===== src/rtl/serial_compmag.sv =====
// Sequential magnitude comparator: compares two WIDTH-bit operands DIGIT bits
// per cycle, most significant digit first, stopping at the first unequal digit.
// Signed compares flip the operand sign bits at capture so that the digit
// compare can always be unsigned.
//
// state | meaning
// ------+-----------------------------------------------------------
// IDLE  | waiting for start; results and ndig hold the last compare
// RUN   | comparing the top digit of sa/sb, one digit per cycle
// DONE  | results just updated; done pulses, back to IDLE next cycle
module serial_compmag #(
  parameter  int WIDTH = 16,
  parameter  int DIGIT = 4,
  localparam int NDIG  = WIDTH / DIGIT,
  localparam int CW    = $clog2(NDIG + 1)
) (
  input  logic             clk,
  input  logic             rst_n,
  input  logic             start,
  input  logic             signed_mode,
  input  logic [WIDTH-1:0] a,
  input  logic [WIDTH-1:0] b,
  output logic             busy,
  output logic             done,
  output logic             aeqb,
  output logic             agtb,
  output logic             altb,
  output logic [CW-1:0]    ndig
);

  typedef enum logic [1:0] {
    IDLE = 2'd0,
    RUN  = 2'd1,
    DONE = 2'd2
  } state_t;

  // Inverting the sign bit maps two's-complement order onto unsigned order.
  localparam logic [WIDTH-1:0] MSB_MASK = WIDTH'(1) << (WIDTH - 1);
  localparam logic [CW-1:0]    LAST_CNT = CW'(NDIG - 1);

  state_t           state_q, state_d;
  logic [WIDTH-1:0] sa_q, sa_d;
  logic [WIDTH-1:0] sb_q, sb_d;
  logic [CW-1:0]    cnt_q, cnt_d;
  logic             busy_q, busy_d;
  logic             done_q, done_d;
  logic             aeqb_q, aeqb_d;
  logic             agtb_q, agtb_d;
  logic             altb_q, altb_d;
  logic [CW-1:0]    ndig_q, ndig_d;

  logic [DIGIT-1:0] dig_a;
  logic [DIGIT-1:0] dig_b;

  assign dig_a = sa_q[WIDTH-1 -: DIGIT];
  assign dig_b = sb_q[WIDTH-1 -: DIGIT];

  // Next-state, datapath and registered-output computation.
  always_comb begin
    state_d = state_q;
    sa_d    = sa_q;
    sb_d    = sb_q;
    cnt_d   = cnt_q;
    aeqb_d  = aeqb_q;
    agtb_d  = agtb_q;
    altb_d  = altb_q;
    ndig_d  = ndig_q;

    case (state_q)
      IDLE: begin
        if (start) begin
          sa_d    = signed_mode ? (a ^ MSB_MASK) : a;
          sb_d    = signed_mode ? (b ^ MSB_MASK) : b;
          cnt_d   = '0;
          state_d = RUN;
        end
      end
      RUN: begin
        cnt_d = cnt_q + CW'(1);
        if (dig_a != dig_b) begin
          aeqb_d  = 1'b0;
          agtb_d  = (dig_a > dig_b);
          altb_d  = (dig_a < dig_b);
          ndig_d  = cnt_q + CW'(1);
          state_d = DONE;
        end else if (cnt_q == LAST_CNT) begin
          aeqb_d  = 1'b1;
          agtb_d  = 1'b0;
          altb_d  = 1'b0;
          ndig_d  = cnt_q + CW'(1);
          state_d = DONE;
        end else begin
          sa_d = sa_q << DIGIT;
          sb_d = sb_q << DIGIT;
        end
      end
      DONE: begin
        state_d = IDLE;
      end
      default: begin
        state_d = IDLE;
      end
    endcase

    // busy/done are registered from the next state so outputs stay flop-driven.
    busy_d = (state_d != IDLE);
    done_d = (state_d == DONE);
  end

  // State, shift registers and result registers.
  always_ff @(posedge clk or negedge rst_n) begin
    if (!rst_n) begin
      state_q <= IDLE;
      sa_q    <= '0;
      sb_q    <= '0;
      cnt_q   <= '0;
      busy_q  <= 1'b0;
      done_q  <= 1'b0;
      aeqb_q  <= 1'b0;
      agtb_q  <= 1'b0;
      altb_q  <= 1'b0;
      ndig_q  <= '0;
    end else begin
      state_q <= state_d;
      sa_q    <= sa_d;
      sb_q    <= sb_d;
      cnt_q   <= cnt_d;
      busy_q  <= busy_d;
      done_q  <= done_d;
      aeqb_q  <= aeqb_d;
      agtb_q  <= agtb_d;
      altb_q  <= altb_d;
      ndig_q  <= ndig_d;
    end
  end

  assign busy = busy_q;
  assign done = done_q;
  assign aeqb = aeqb_q;
  assign agtb = agtb_q;
  assign altb = altb_q;
  assign ndig = ndig_q;

endmodule


===== config.mk =====
export PLATFORM = sky130hd
export DESIGN_NAME = serial_compmag
export DESIGN_NICKNAME = d
export VERILOG_FILES = /design/src/rtl/serial_compmag.sv
export SDC_FILE = /design/constraint.sdc
export NUM_CORES = 1
export LEC_CHECK = 0
export ABC_AREA = 1
export BUFFER_PORTS_ARGS = -buffer_cell sky130_fd_sc_hd__buf_2
export CORE_ASPECT_RATIO = 1.75
export CORE_UTILIZATION = 54
export CTS_CLUSTER_SIZE = 30
export DETAILED_ROUTE_END_ITERATION = 8
export GPL_TIMING_DRIVEN = 0
export PLACE_DENSITY = 0.78
export SLEW_MARGIN = 20
export SYNTH_ARGS = -nofsm -noshare
export SYNTH_HDL_FRONTEND = slang
export SYNTH_SLANG_ARGS = --single-unit

===== constraint.sdc =====
create_clock -name clk -period 1.65 [get_ports clk]
set_input_delay 0.165 -clock clk [delete_from_list [all_inputs] [get_ports clk]]
set_output_delay 0.165 -clock clk [all_outputs]
set_load 0.02 [all_outputs]

## Word-level counts from Yosys, hierarchy flattened

Index checks and enable logic that the tools add are counted.

- RAM bits: 0
- Register bits: 45
- Bits in latches: 0
- ROM bits: 0
- Memories kept: 0
- Output and inout port bits: 8

- Shifts and indexed selects: 0
- Add/subtract/negate cells: 1
- Reduce and logical (&&, ||, !) cells: 7
- $lt $le $gt $ge: 2
- Equal/unequal tests: 7
- Divide/modulo/power cells: 0
- Multipliers: 0
- Mux-type cells: 23
- Bitwise gates (word level): 2

Operators by type and width:

| kind | number |
|---|---|
| $mux W16 | 8 |
| $pmux W16 S2 | 2 |
| $mux W3 | 3 |
| $mux W2 | 3 |
| $ne A2 B2 Y1 const B | 3 |
| $pmux W3 S2 | 1 |
| $reduce_bool A2 Y1 | 3 |
| $mux W1 | 5 |
| $gt A4 B4 Y1 | 1 |
| $lt A4 B4 Y1 | 1 |
| $ne A4 B4 Y1 | 1 |
| $pmux W2 S2 | 1 |
| $reduce_and A2 Y1 | 2 |
| $reduce_and A4 Y1 | 1 |
| $add A3 B1 Y3 const B | 1 |
| $eq A3 B2 Y1 const B | 1 |
| $eq A2 B1 Y1 const B | 1 |
| $eq A2 B2 Y1 const B | 1 |
| $logic_not A2 Y1 | 1 |
| $not A1 Y1 | 2 |

## Depth between registers and ports, before layout

Gate-level depths: netlist (run 1).

- Word-level depth: 5
- Depth in mapped cells: 9
- Gate-level depth less buffers: 9

## Least setup slack after synthesis (run 1)

Ideal clock, no wire load.

- Kind: register to register
- Start: register cnt_q[0]
- End: register sa_q[15]
- Data arrival time: 1.273 ns
- Buffers on the path: 1
- Stages on the path, launching flop included: 8
- Library setup time: 0.116 ns
- Setup slack: 0.260 ns
- Cells stage by stage: dfrtp_1 > ha_1 > ha_1 > nor2_2 > nand2_4 > buf_2 > nand3_1 > nand2_1

- Word-level cells in the longest chain between the ends: 3

RTL lines:

| element | RTL line | source |
|---|---|---|
| start: declaration | 44 | `logic [CW-1:0] cnt_q, cnt_d;` |
| start signal: assignment | 127 | `cnt_q <= cnt_d;` |
| $eq A3 B2 Y1 | 86 | `end else if (cnt_q == LAST_CNT) begin` |
| $ne A2 B2 Y1 (no line) | - |  |
| $reduce_and A4 Y1 (no line) | - |  |
| end signal: assignment | 114 | `sa_q <= '0;` |
| end signal: assignment | 125 | `sa_q <= sa_d;` |
| end: declaration | 42 | `logic [WIDTH-1:0] sa_q, sa_d;` |

Every way passes these cells.
A chain may end at the register's enable or synchronous reset.

## Worst setup path in the final report (run 1)

- Start: register sa_q[13]
- End: register sa_q[3]

- Word-level cells in the longest chain between the ends: 3

RTL lines:

| element | RTL line | source |
|---|---|---|
| $ne A4 B4 Y1 | 80 | `if (dig_a != dig_b) begin` |
| $ne A2 B2 Y1 (no line) | - |  |
| $reduce_and A4 Y1 (no line) | - |  |

Every way passes these cells.

==> results of run 1 <==
state kept, by name, indices dropped and copies added, names as in the netlist:
name / flops
agtb: 1
busy: 1
cnt_q: 3
done: 1
altb: 1
ndig: 3
aeqb: 1
sa_q: 16
sb_q: 16
state_q: 2
through the flow:
stage	setup WS [ns]	hold slack [ns]
floorplan	0.260	-0.131
global placement	0.146	0.365
detailed placement	0.109	0.370
CTS	0.0939	0.0512
global route	0.0161	0.0542
finish	0.128	0.0584
power by group:
group	switching [mW]	internal [mW]	total [mW]
Clock	0.401	0.454	0.855
Sequential	0.244	1.61	1.86
Combinational	1.52	0.833	2.35
Total	2.16	2.90	5.06
how the worst min path moves through the flow:
stage	from	endpoint	depth (start not counted)
2_1_floorplan	rst_n	aeqb	0
6_report	a[0]	sa_q[0]	3
3_3_place_gp	b[1]	sb_q[1]	3
3_5_place_dp	a[0]	sa_q[0]	3
4_1_cts	rst_n	done	1
5_1_grt	b[3]	sb_q[3]	3
layer usage:
layer  GRT usage, %  up-vias  share of wire [%]
met1           26.0      912                 41
met4           8.33        0                1.4
li1               -     1008                  -
met5              0        -                  0
met2           46.1       42                 54
met3           5.76        6                3.6
layout by cell type, fill, tap and decap left out:
cell type | synthesis | layout
inv_2 | 2 | 2
bufinv_16 | 0 | 1
o22ai_1 | 1 | 1
o21ai_1 | 1 | 1
clkinv_4 | 0 | 1
nor2_2 | 1 | 1
buf_6 | 2 | 2
nor2_1 | 1 | 1
nand2_4 | 2 | 2
nand3_2 | 1 | 1
clkinvlp_4 | 0 | 1
dlygate4sd3_1 | 0 | 1
dfrtp_1 | 45 | 45
clkbuf_8 | 0 | 5
ha_1 | 6 | 6
buf_2 | 7 | 49
nor2_4 | 1 | 1
or2_2 | 2 | 2
o21ai_4 | 1 | 1
clkbuf_1 | 1 | 1
a21oi_1 | 2 | 2
o21ai_0 | 1 | 1
nand2_1 | 164 | 163
buf_4 | 2 | 3
inv_1 | 14 | 14
nand2_2 | 4 | 5
nand3_1 | 32 | 32
final cells by class:
class,instances,area [µm²]
inverter,16,60.1
clock buffer,5,68.8
tap,48,60.1
buffer,12,76.3
timing repair buffer,44,228
multi-input combinational,220,987
fill,400,1290
clock inverter,3,46.3
sequential,45,1130
what timing repair did:
action                                  4_1_cts  5_1_grt
endpoints found under the setup margin        0        3
endpoints found under the hold margin         0       45
setup buffers                                 0        0
hold buffers                                  0        1
gates resized for setup                       0        1
worst min-delay path: stages:
cell,delay (ns)
buf_2,0.07
nand2_1,0.04
nand2_1,0.05
kinds of logic after synthesis:
group,count (synthesis)
and+or+nand+nor,208
adders and majority gates,6
buffers and inverters,28
AOI/OAI and AO/OA,6
DFF,45
==> flow_summary.ini, run 1 <==
[outcome]
status = completed

[grt]
grt_pass1_wl_um = 7910
grt_overflow = 0
grt_max_degree = 46
grt_use_total_pct = 24.5
grt_pass1_vias = 1848
antenna_found_initial = 0

[detailed_routing]
dr.pass1.iters = 4
wire_per_inst_um = 12.1
vias_per_cell = 5.01
drcViolationCount = 0
postRouteAntennaNets = 0
drt_iter0_drc = 43
vias = 1968
wirelength_um = 4740

[timing]
rsz0062_at_grt = no
worst-slew-pin-transition_ns = 0.573
fin_crit_ns = 1.52
setup_viol = 0
slew_headroom_pct = 61.8
finalClockSkew_ns = 0.0114
finalSetupTns_ns = 0
maxSlewViolCount = 0
period_share_pct = 92.2
final-hold-violation-count = 0
clock.fmax_mhz = 657

[clock_network]
cts_made_buffers = 5
cts.path.max_buffers = 2
clkTransAtPathRegs_ns = 0.09
cts-root-buf = clkbuf_8
worstSkewPairLatency_ns = 0.31
clock_sinks = 45
cts_tree = yes
cts_htree_levels = 2

[setup_path]
path_delay_family = simple AND/OR/NAND/NOR gates
critPathSlowestCell = dfrtp_1
rr_startpoint = sa_q[13]
required_ns = 1.85
cp-start-kind = flip-flop
cp.depth = 6
reg2reg_to = sa_q[3]
startpoint = sa_q[13]
cp-end-kind = flip-flop
rrSetupSlack_ns = 0.13
endpoint = sa_q[3]
path_max_fanout = 8
r2r_cells = 6
worstPathCellList = ha_1, nand2_2, o21ai_4, nand2_2, nand2_1, nand2_1
crit_buf_inv = 0
crit_type = reg2reg
cpPeakStageDelay_ns = 0.40
worst_ep_arrival_time_ns = 1.72

[synthesis]
synthFlopType = dfrtp_1
synthesis.area_um2 = 2250
yosys_register_bits = 45
synth.most_common_cell = nand2_1
synth_top_family_by_area = simple AND/OR/NAND/NOR gates
synth_area_leader_cell = dfrtp_1
syn_nets = 335
syn_inst = 293
synth_area_leaders = dfrtp_1 50%, nand2_1 27%, nand3_1 7.1%
synth_compound_area_share_pct = 1.89
netlist.area_leader.share_pct = 50.1
synth_edf_count = 0
yosysSeqAreaShare_pct = 50.1
syn_avg_cell_area_um2 = 7.67
synthMuxAreaShare_pct = 0
ys_async_sr_fraction_pct = 100
yosysWarnings = 0
synth.distinct_cells = 22
synth_xor_area_share_pct = 0
netlist_top_cells_count = 164 x nand2_1, 45 x dfrtp_1, 32 x nand3_1
synth_fa_ha_area_share_pct = 3.34
synth-simple-area-share_pct = 38.6

[floorplanning]
core.rowCount = 30
num_io_pins = 44
coreArea_um2 = 3940
dieWidth_um = 50.8
die-area_um2 = 4430
start_util_pct = 57.0
die_y_um = 87.3

[worst_hold_path]
hold_class = in2reg

[final_layout]
stdcell_area_um2 = 2650
drive_gt1_share_pct = 22.3
fin_nets = 386
fin_cells = 393
diodes = 0
utilization_pct = 67.3
area_growth_pct = 18.0

[pwr]
power_leakage_nw = 1.57
finalPower_mw = 5.06
power_per_cell_area_nw_per_um2 = 1910
ir_drop_mv = 1.25

[flow_run]
maxCapViolations = 0

[placed_design]
placed_area_um2 = 2520
hpwl_um = 3380
io_buffer_count = 43
routabilityCongestion = 0.815
dpl.cell_count = 384
Power figures use the tool's default switching activity.
==> run 2, diff against run 1 <==
Settings changed: ABC_AREA 1 to unset, REMOVE_ABC_BUFFERS set to 1.
==> flow_summary.ini, run 2 <==
[final_layout]
regArea_um2 = 1130
area_growth_pct = 31.5
diodes = 0
multi_input_area_um2 = 1130
final_common_cell = dfrtp_1
fillerInstances = 267
largestRegisters = sa_q (16), sb_q (16)
fin_nets = 278
drive_gt1_share_pct = 54.0
most-common-layout-cells = 44 x dfrtp_1, 42 x buf_2, 22 x mux2_4

[timing]
setup_viol = 28
rsz0062_at_grt = yes
holdWs_ns = 0.0714
slew_headroom_pct = 35.1
fin_ws_ns = -0.203
clock.fmax_mhz = 540
period_share_pct = 112
worst-slew-pin-transition_ns = 0.972
fin_crit_ns = 1.85
maxSlewViolCount = 0
final-hold-violation-count = 0
finalClockSkew_ns = 0.00450

[grt]
gr-max-usage-layer = met2
grt_pass1_wl_um = 8460
grt_overflow = 0
grt_max_degree = 46
antenna_found_initial = 0
grt_use_total_pct = 26.5
gr-usage-met3_pct = 3.84
use_met2_pct = 45.1
grt_use_met1_pct = 33.4
grt_pass1_vias = 1660

[floorplanning]
die-area_um2 = 4410
core.rowCount = 30
die_y_um = 87.1
start_util_pct = 57.2
dieWidth_um = 50.6
coreArea_um2 = 3900
num_io_pins = 44

[synthesis]
synthesis.area_um2 = 2230
yosys_register_bits = 45
ys_async_sr_fraction_pct = 100
yosysSeqAreaShare_pct = 50.4
netlist_top_cells_count = 45 x dfrtp_1, 22 x mux2_2, 18 x nand2_1
synth_area_leader_cell = dfrtp_1
synth.distinct_cells = 31
synth.most_common_cell = dfrtp_1
synth_edf_count = 0
syn_inst = 167
syn_avg_cell_area_um2 = 13.4
netlist.area_leader.share_pct = 50.4
yosysWarnings = 0
synthFlopType = dfrtp_1
synth_area_leaders = dfrtp_1 50%, mux2_2 11%, mux2_4 11%

[detailed_routing]
postRouteAntennaNets = 0
wire_per_inst_um = 18.1
vias_per_cell = 5.33
wirelength_um = 5150
vias = 1519
drcViolationCount = 0
dr.pass1.iters = 4
drt_iter0_drc = 19

[worst_hold_path]
hold_depth = 3
hold_class = in2reg

[clock_network]
cts.path.max_buffers = 2
cts_tree = yes
cts_htree_levels = 2
cts-root-buf = clkbuf_8
cts_made_buffers = 5
clkTransAtPathRegs_ns = 0.08
worstSkewPairLatency_ns = 0.30
clock_sinks = 45

[setup_path]
crit_type = reg2reg
cp-end-kind = flip-flop
cp-start-kind = flip-flop
r2r_cells = 6
required_ns = 1.83
worst_ep_arrival_time_ns = 2.04
path_max_fanout = 6

[pwr]
power_leakage_nw = 1.44
power_per_cell_area_nw_per_um2 = 2080
finalPower_mw = 6.12
ir_drop_mv = 1.36

[placed_design]
routabilityCongestion = 0.798
io_buffer_count = 43
hpwl_um = 2960

[outcome]
violations = negative setup slack
status = finished, violations left

[flow_run]
maxCapViolations = 0
run 2: cell types whose count changed in the layout (fill, tap and decap cells not counted), sizes merged, moves of 3 or more:
cell,delta
mux2i,+12
o21ai,+7
buf,+13
nand3,-33
inv,-5
nand2,-152
mux2,+39
nor2,-3
run 2: cells by family (layout without fill, tap and decap cells):
logic type	Yosys count	after routing	synth area share (%)
flops	45	45	50.4
fa+ha+maj	6	6	3.36
xor+xnor	2	2	0.784
simple gates	25	26	5.99
compound gates	20	20	6.50
mux	51	51	27.7
buf+inv	18	87	5.21
run 2: stage by stage:
| stage | instances | worst slack (ns) | instance area, µm² | utilization (%) | setup TNS, ns |
|---|---|---|---|---|---|
| 4_1_cts | 280 | -0.146 | 2870 | 73.6 | -3.11 |
| 6_report | 285 | -0.203 | 2940 | 75.3 | -3.90 |
| 3_3_place_gp | 251 | -1.50 | 2430 | 62.3 | -43.98 |
| 3_5_place_dp | 253 | -0.569 | 2470 | 63.2 | -14.96 |
| 2_1_floorplan | 160 | -0.855 | 2160 | - | -24.25 |
| 5_1_grt | 285 | -0.266 | 2940 | 75.3 | -6.33 |
run 2: worst max-delay path: stages, from the launching register on:
cell	delay, ns
dfrtp_1	0.42
ha_4	0.31
nand4_4	0.12
o31ai_4	0.26
buf_6	0.19
buf_8	0.13
mux2_4	0.30
run 2: worst paths after layout:
check | start | end | slack, ns
setup / recovery | sa_q[14] | sb_q[5] | -0.20
hold / removal | a[0] | sa_q[0] | 0.07
setup reg to reg | sa_q[14] | sb_q[5] | -0.20
hold reg to reg | agtb | agtb | 0.50
max in group asynchronous | rst_n | state_q[1] | 0.84
min in group asynchronous | rst_n | sb_q[6] | 0.40
run 2: area by class of cell:
| type | count | area share, % |
|---|---|---|
| Sequential cell | 45 | 38.4 |
| Multi-Input combinational cell | 105 | 38.3 |
| Timing Repair Buffer | 68 | 17.1 |
| Clock buffer | 8 | 2.73 |
| Tap cell | 48 | 2.04 |
| Inverter | 11 | 1.41 |
run 2: routing by layer:
metal  up-vias  wire [µm]
met1       755       2120
met4         0        127
met5         -          0
met2        40       2740
li1        716          -
met3         8        152
run 2: timing repair:
action	CTS	global route
buffers inserted	17	5
gates resized for setup	28	5
hold buffers	0	1
hold endpoints to repair	0	45
pin swaps	5	2
gates cloned	2	0
setup endpoints to repair	38	34
run 2: power breakdown:
part	internal, mW	switching, mW
clock	0.301	0.354
combinational	2.03	1.46
sequential	1.64	0.340
total	3.97	2.15
==> run 3, diff against run 2 <==
Clock period 1.65 ns to 1.8 ns, I/O delays scaled along.
==> flow_summary.ini, run 3 (synthesis gave the netlist of run 2 again) <==
[outcome]
status = finished, violations left
violations = negative setup slack

[final_layout]
fin_nets = 270
fillerInstances = 289
drive_gt1_share_pct = 52.0
fin_cells = 277
area_growth_pct = 24.9
largestRegisters = sa_q (16), sb_q (16)
utilization_pct = 71.5
most-common-layout-cells = 44 x dfrtp_1, 42 x buf_2, 22 x mux2_2
diodes = 0
final_common_cell = dfrtp_1

[clock_network]
cts_htree_levels = 2
cts-root-buf = clkbuf_8
cts.path.max_buffers = 2
worstSkewPairLatency_ns = 0.29
clock_sinks = 45
clkTransAtPathRegs_ns = 0.08
cts_made_buffers = 5
cts_tree = yes

[timing]
period_share_pct = 105
clock.fmax_mhz = 528
finalClockSkew_ns = 0.00499
fin_ws_ns = -0.0938
rsz0062_at_grt = yes
slew_headroom_pct = 32.0
maxSlewViolCount = 0
fin_crit_ns = 1.89
worst-slew-pin-transition_ns = 1.02
final-hold-violation-count = 0
setup_viol = 16

[setup_path]
worst_ep_arrival_time_ns = 2.09
startpoint = sb_q[15]
required_ns = 2.00
critPathSlowestCell = dfrtp_1
endpoint = sa_q[15]
rrSetupSlack_ns = -0.09
reg2reg_to = sa_q[15]
worstPathCellList = inv_1, ha_4, nand4_4, o31ai_4, buf_4, buf_16, buf_4, mux2i_2
rr_startpoint = sb_q[15]
r2r_cells = 8
crit_top_cell = buf_4
cp-end-kind = flip-flop
cpPeakStageDelay_ns = 0.34
cp-start-kind = flip-flop
crit_buf_inv = 4
crit_type = reg2reg
path_max_fanout = 5
path_delay_family = buffers and inverters
cp.depth = 8

[floorplanning]
start_util_pct = 57.2
die_y_um = 87.1
coreArea_um2 = 3900
core.rowCount = 30
num_io_pins = 44
dieWidth_um = 50.6
die-area_um2 = 4410

[worst_hold_path]
hold_class = in2reg

[flow_run]
maxCapViolations = 0

[placed_design]
hpwl_um = 2960
routabilityCongestion = 0.798
io_buffer_count = 43
dpl.cell_count = 253

[pwr]
ir_drop_mv = 1.17
power_per_cell_area_nw_per_um2 = 1880
finalPower_mw = 5.24
power_leakage_nw = 1.35

[detailed_routing]
vias_per_cell = 5.49
wirelength_um = 5060
drt_iter0_drc = 34
wire_per_inst_um = 18.3
drcViolationCount = 0
vias = 1520
postRouteAntennaNets = 0
dr.pass1.iters = 4

[grt]
grt_pass1_vias = 1668
grt_use_total_pct = 25.6
grt_overflow = 0
grt_max_degree = 46
antenna_found_initial = 0
grt_pass1_wl_um = 8140
-- run 3: layout make-up --
type	count	area (µm²)	share of cell area [%]
inverters	11	41.3	1.48
well taps	48	60.1	2.15
repair buffers	60	379	13.6
flip-flops and latches	45	1130	40.4
multi-input cells	105	1100	39.5
clock buffers	8	80.1	2.87
-- run 3: routing by layer --
layer	part of all wire (%)	up-vias	track usage [%]
li1	-	702	-
met1	41	761	30.6
met2	53	43	43.2
met3	3.0	14	4.54
met4	3.0	0	13.9
met5	0	-	0
-- run 3: worst min-delay path: cells and delay by family --
kind	cells	cell delay (ns)
AOI/OAI and AO/OA	1	0.05
buffers and inverters	1	0.07
and+or+nand+nor	1	0.04
-- run 3: worst min path at each step --
stage,cells past startpoint,from,end
after floorplan,0,rst_n,aeqb
after global placement,1,rst_n,sb_q[6]
after detailed placement,1,rst_n,sb_q[6]
after CTS,1,rst_n,sb_q[6]
after global routing,3,a[2],sa_q[2]
final,3,b[1],sb_q[1]
-- run 3: stage by stage --
stage / setup TNS [ns] / setup slack (ns) / hold WS, ns / area [µm²]
CTS: -0.0249 / -0.0235 / 0.0648 / 2740
floorplan: -19.15 / -0.705 / -0.116 / 2160
global route: -1.73 / -0.162 / 0.101 / 2790
global placement: -37.68 / -1.35 / 0.377 / 2430
detailed placement: -9.37 / -0.419 / 0.385 / 2470
finish: -0.642 / -0.0938 / 0.0847 / 2790
-- run 3: repair_timing --
action,CTS,global route
setup endpoints to repair,35,28
hold buffers,0,1
buffers inserted,9,3
gates cloned,3,0
pin swaps,2,1
endpoints found under the hold margin,0,45
resized for setup,13,3
-- run 3: report_power, final --
part           switching (mW)  internal (mW)  total [mW]
Sequential              0.309           1.50        1.81
Combinational            1.27           1.57        2.83
Clock                   0.321          0.276       0.597
Total                    1.89           3.35        5.24
